===== config.mk =====
export PLATFORM = sky130hd
export DESIGN_NAME = clock_display_driver
export DESIGN_NICKNAME = d
export VERILOG_FILES = /design/src/rtl/clock_display_driver.sv
export SDC_FILE = /design/constraint.sdc
export NUM_CORES = 1
export LEC_CHECK = 0
export CAP_MARGIN = 20
export CORE_AREA = 2 2 93 130
export DETAILED_ROUTE_END_ITERATION = 8
export DIE_AREA = 0 0 95 132
export DONT_BUFFER_PORTS = 1
export GPL_TIMING_DRIVEN = 0
export PLACE_DENSITY_LB_ADDON = 0.15
export SLEW_MARGIN = 30
export SYNTH_ARGS = -nofsm -noshare
export SYNTH_HDL_FRONTEND = slang
export SYNTH_SLANG_ARGS = --single-unit

===== constraint.sdc =====
create_clock -name clk -period 3.55 [get_ports clk]
set_input_delay 0.355 -clock clk [delete_from_list [all_inputs] [get_ports clk]]
set_output_delay 0.355 -clock clk [all_outputs]
set_load 0.02 [all_outputs]

===== src/rtl/clock_display_driver.sv =====
// Seven-segment M:SS display driver for the countdown clock: frame-synchronous digit capture, anti-ghost blanking, time-up flag.
// Optional time-up flashing is enabled by defining CLOCK_DISP_FLASH_EN.
module clock_display_driver #(
  parameter int REFRESH_DIV  = 100000,
  parameter int BLANK_CYCLES = 16,
  parameter int FLASH_DIV    = 50000000
) (
  input  logic        clk,
  input  logic        reset,
  input  logic [31:0] m,
  input  logic [31:0] s10,
  input  logic [31:0] s1,
  output logic [3:0]  an,
  output logic [6:0]  seg,
  output logic        dp,
  output logic        time_up
);

  localparam int SW = (REFRESH_DIV > 1) ? $clog2(REFRESH_DIV) : 1;
  localparam logic [SW-1:0] SLOT_LAST = SW'(REFRESH_DIV - 1);
  localparam logic [SW-1:0] BLANK_END = SW'(BLANK_CYCLES);
  localparam logic [6:0] SEG_BLANK = 7'h7F;
  localparam logic [6:0] SEG_DASH  = 7'b0111111;

  typedef enum logic [1:0] {DIG0 = 2'd0, DIG1 = 2'd1, DIG2 = 2'd2, DIG3 = 2'd3} slot_state_t;

  slot_state_t   state_r;
  slot_state_t   state_next_s;
  logic [SW-1:0] slot_cnt_r;
  logic          slot_last_s;
  logic          first_r;
  logic          capture_s;
  logic          zero_in_s;
  logic          valid_r;
  logic [31:0]   snap_m_r;
  logic [31:0]   snap_s10_r;
  logic [31:0]   snap_s1_r;
  logic          time_up_r;
  logic          dark_s;
  logic [3:0]    an_s;
  logic [6:0]    seg_s;
  logic          dp_s;
  logic [3:0]    an_r;
  logic [6:0]    seg_r;
  logic          dp_r;

  // Out-of-range values (full 32-bit compare) render as a dash.
  function automatic logic [6:0] digit_seg(input logic [31:0] v, input logic [31:0] max_v);
    logic [6:0] r;
    if (v > max_v) begin
      r = SEG_DASH;
    end else begin
      case (v[3:0])
        4'd0:    r = 7'b1000000;
        4'd1:    r = 7'b1111001;
        4'd2:    r = 7'b0100100;
        4'd3:    r = 7'b0110000;
        4'd4:    r = 7'b0011001;
        4'd5:    r = 7'b0010010;
        4'd6:    r = 7'b0000010;
        4'd7:    r = 7'b1111000;
        4'd8:    r = 7'b0000000;
        4'd9:    r = 7'b0010000;
        default: r = SEG_DASH;
      endcase
    end
    return r;
  endfunction

  assign slot_last_s = (slot_cnt_r == SLOT_LAST);
  assign capture_s   = first_r | ((state_r == DIG3) & slot_last_s);
  assign zero_in_s   = (m == 32'd0) && (s10 == 32'd0) && (s1 == 32'd0);

  // Slot FSM state register.
  always_ff @(posedge clk) begin
    if (reset) state_r <= DIG0;
    else       state_r <= state_next_s;
  end

  // Slot FSM next state: advance on the last cycle of each slot.
  always_comb begin
    state_next_s = state_r;
    if (slot_last_s) begin
      case (state_r)
        DIG0:    state_next_s = DIG1;
        DIG1:    state_next_s = DIG2;
        DIG2:    state_next_s = DIG3;
        DIG3:    state_next_s = DIG0;
        default: state_next_s = DIG0;
      endcase
    end else begin
      state_next_s = state_r;
    end
  end

  // Slot counter, post-reset capture marker and frame snapshot.
  always_ff @(posedge clk) begin
    if (reset) begin
      slot_cnt_r <= '0;
      first_r    <= 1'b1;
      valid_r    <= 1'b0;
      snap_m_r   <= 32'd0;
      snap_s10_r <= 32'd0;
      snap_s1_r  <= 32'd0;
      time_up_r  <= 1'b0;
    end else begin
      first_r    <= 1'b0;
      slot_cnt_r <= slot_last_s ? '0 : slot_cnt_r + SW'(1);
      if (capture_s) begin
        valid_r    <= 1'b1;
        snap_m_r   <= m;
        snap_s10_r <= s10;
        snap_s1_r  <= s1;
        time_up_r  <= zero_in_s;
      end
    end
  end

`ifdef CLOCK_DISP_FLASH_EN
  localparam int FW = (FLASH_DIV > 1) ? $clog2(FLASH_DIV) : 1;
  localparam logic [FW-1:0] FLASH_LAST = FW'(FLASH_DIV - 1);

  logic [FW-1:0] flash_cnt_r;
  logic          flash_off_r;
  logic          time_up_rise_s;

  assign time_up_rise_s = capture_s & zero_in_s & ~time_up_r;

  // Flash phase timer; a fresh time-up restarts it in the ON phase.
  always_ff @(posedge clk) begin
    if (reset || time_up_rise_s) begin
      flash_cnt_r <= '0;
      flash_off_r <= 1'b0;
    end else if (flash_cnt_r == FLASH_LAST) begin
      flash_cnt_r <= '0;
      flash_off_r <= ~flash_off_r;
    end else begin
      flash_cnt_r <= flash_cnt_r + FW'(1);
    end
  end

  assign dark_s = time_up_r & flash_off_r;
`else
  assign dark_s = 1'b0;
`endif

  // Output decode from the current slot, counter and snapshot.
  always_comb begin
    an_s  = 4'b1111;
    seg_s = SEG_BLANK;
    dp_s  = 1'b1;
    if ((slot_cnt_r < BLANK_END) || dark_s || !valid_r) begin
      an_s  = 4'b1111;
      seg_s = SEG_BLANK;
      dp_s  = 1'b1;
    end else begin
      case (state_r)
        DIG0: begin
          an_s  = 4'b1110;
          seg_s = digit_seg(snap_s1_r, 32'd9);
        end
        DIG1: begin
          an_s  = 4'b1101;
          seg_s = digit_seg(snap_s10_r, 32'd5);
        end
        DIG2: begin
          an_s  = 4'b1011;
          seg_s = digit_seg(snap_m_r, 32'd9);
          dp_s  = 1'b0;
        end
        DIG3: begin
          an_s  = 4'b0111;
          seg_s = (snap_m_r > 32'd9) ? SEG_DASH : SEG_BLANK;
        end
        default: begin
          an_s  = 4'b1111;
          seg_s = SEG_BLANK;
        end
      endcase
    end
  end

  // Registered display outputs.
  always_ff @(posedge clk) begin
    if (reset) begin
      an_r  <= 4'b1111;
      seg_r <= SEG_BLANK;
      dp_r  <= 1'b1;
    end else begin
      an_r  <= an_s;
      seg_r <= seg_s;
      dp_r  <= dp_s;
    end
  end

  assign an      = an_r;
  assign seg     = seg_r;
  assign dp      = dp_r;
  assign time_up = time_up_r;

endmodule


==> flow_metrics.env <==
export IMPL_slowest_stage="nor4_4"
export IMPL_hpwl_mm=12.45
export IMPL_place_gp_congestion=0.8928
export IMPL_synth_edf_count=0
export IMPL_ys_seq_area_frac=0.4756
export IMPL_start_util=0.5606
export IMPL_grt_usage=0.2651
export IMPL_syn_area_mm2=0.006356
export IMPL_final_setup_skew_ns=0.007329
export IMPL_crit_chain="ha_1, nand2_1, nor4_4, a21o_1, buf_2, buf_4, nand2_1, a21oi_1, inv_1, ha_1, o21bai_1, a21boi_1"
export IMPL_core_area_mm2=0.01134
export IMPL_synthToLayoutAreaGrowth_pct=12.72
export IMPL_yosysTopAreaCell="dfxtp_1"
export IMPL_clock_fmax_mhz=306.3
export IMPL_cts_tree="yes"
export IMPL_max_cap_violations=0
export IMPL_rsz0062_at_grt="false"
export IMPL_clockBufferDepth=2
export IMPL_crit_path_end_kind="flip-flop"
export IMPL_first_global_vias=5428
export IMPL_powerDensity_mw_per_mm2=553.4
export IMPL_antenna_found_initial=0
export IMPL_multi_input_area_mm2=0.003099
export IMPL_synth_top_area_share=0.4756
export IMPL_final_hold_violation_count=0
export IMPL_hold_path_class="input port to flip-flop"
export IMPL_syn_inst=766
export IMPL_hold_ws_ns=0.06921
export IMPL_setup_ws_ns=0.2853
export IMPL_ant_nets=0
export IMPL_dieArea_mm2=0.01254
export IMPL_n_antenna_cell=0
export IMPL_grt_max_degree=17
export IMPL_syn_num_nets=887
export IMPL_cts_sinks=151
export IMPL_worst_slew_pin_slew_ns=0.7280
export IMPL_firstDrtPassIters=6
export IMPL_ys_flop_type="dfxtp_1"
export IMPL_routed_wl_mm=16.25
export IMPL_power_leakage_nw=2.707
export IMPL_max_slew_margin=0.5102
export IMPL_synth_area_top_cells="dfxtp_1 48%, nand2_1 12%, a21oi_1 8.0%"
export IMPL_vias=5544
export IMPL_post_cts_buffers=0
export IMPL_grt_pass1_wl_mm=25.82
export IMPL_cp_start_kind="flip-flop"
export IMPL_fin_crit_sh=0.9196
export IMPL_nets=907
export IMPL_cts_resized=0
export IMPL_die_h_um=132
export IMPL_min_period_ns=3.265
export IMPL_drive_above_1_share=0.09262
export IMPL_slew_viol_final=0
export IMPL_post_route_util=0.6319
export IMPL_crit_fanout=10
export IMPL_crit_required_ns=3.89
export IMPL_drtIter0Drc=391
export IMPL_h_tree_depth=4
export IMPL_setup_viol=0
export IMPL_io_pins=111
export IMPL_grt_overflow=0
export IMPL_rows=46
export IMPL_die_w_um=95
export IMPL_post_place_ws_ns=0.3891
export IMPL_total_power_mw=3.965
export IMPL_port_buffers=0
export IMPL_async_flop_share=0
export IMPL_register_area_mm2=0.003023
export IMPL_tns_ns=0
export IMPL_critPathArrivalTime_ns=3.61
export IMPL_post_drt_via_cell_ratio=5.879
export IMPL_most_common_layout_cells="209 x nand2_1, 151 x dfxtp_1, 102 x a21oi_1"
export IMPL_crit_type="flip-flop to flip-flop"
export IMPL_path_buf_inv=3
export IMPL_cts_buffers=17
export IMPL_syn_area_per_cell_um2=8.298
export IMPL_clock_latency_ns=0.41
export IMPL_max_stage_delay_ns=0.51
export IMPL_critPathTopFamily="compound AO/OA/AOI/OAI gates"
export IMPL_num_fill_cells=975
export IMPL_drcViolationCount=0
export IMPL_path_clk_slew_ns=0.06
export IMPL_wl_per_cell_um=17.23
export IMPL_outcome="finished, final reports clean"
export IMPL_peakVddDrop_uv=343.4
export IMPL_cts_root_buffer="clkbuf_16"
export IMPL_yosysWarnings=0
export IMPL_synth_distinct_cells=54
export IMPL_synth_seq_cells=151
export IMPL_final_common_cell="nand2_1"
-- where the power goes --
part	total, mW	internal [mW]	switching [mW]	leakage, nW
Sequential	1.83	1.79	0.0453	1.24
Clock	1.85	1.13	0.720	0.298
Combinational	0.280	0.107	0.173	1.17
-- final timing paths --
check / to / start / slack (ns) / cells past startpoint
setup / recovery: flip-flop / slot_cnt_r[0] / 0.29 / 12
hold / removal: snap_s10_r[29] / s10[29] / 0.07 / 2
setup reg to reg: flip-flop / slot_cnt_r[0] / 0.29 / 12
hold reg to reg: seg[0] / flip-flop / 0.45 / 1
-- cell usage after synthesis, drive strengths merged, types with 4 or more instances --
master / n
nand2: 209
dfxtp: 151
a21oi: 106
nor4: 44
nor2: 35
o21ai: 28
buf: 24
ha: 23
inv: 18
nand3: 16
nand4: 16
clkbuf: 12
mux2i: 12
xor2: 9
o21a: 7
nor3: 6
o31ai: 5
or4: 5
o21bai: 4
xnor2: 4
-- layer usage --
layer,part of all wire,vias up,track usage
met5,0,-,0
met4,0.032,0,0.1159
met3,0.078,44,0.07090
met2,0.50,214,0.4500
met1,0.39,2597,0.3085
li1,-,2689,-
-- metrics by stage --
step / cells / instance area, um^2
final: 943 / 7164
after global routing: 943 / 7164
after CTS: 943 / 7164
after detailed placement: 910 / 6543
after global placement: 910 / 6536
after floorplan: 766 / 6356
-- kinds of logic after synthesis --
kind of cell / share of synthesized area
xor gates and xnor gates: 0.01791
and+or+nand+nor: 0.2512
AOI/OAI and AO/OA: 0.1484
muxes: 0.02382
buffers and inverters: 0.03779
DFF: 0.4756
adders and majority gates: 0.04528
-- area by class of cell --
type / count / share of cell area
plain buffers: 36 / 0.02410
clock buffers: 19 / 0.06182
flip-flops and latches: 151 / 0.4219
well taps: 144 / 0.02515
repair buffers: 1 / 0.001397
inverters: 18 / 0.009431
multi-input cells: 561 / 0.4326
clock inverters: 13 / 0.02358
-- timing repair --
item,in CTS,in global routing
hold endpoints to repair,1,0
setup endpoints to repair,0,0
hold buffers,1,0
(Power assumes the default switching activity.)
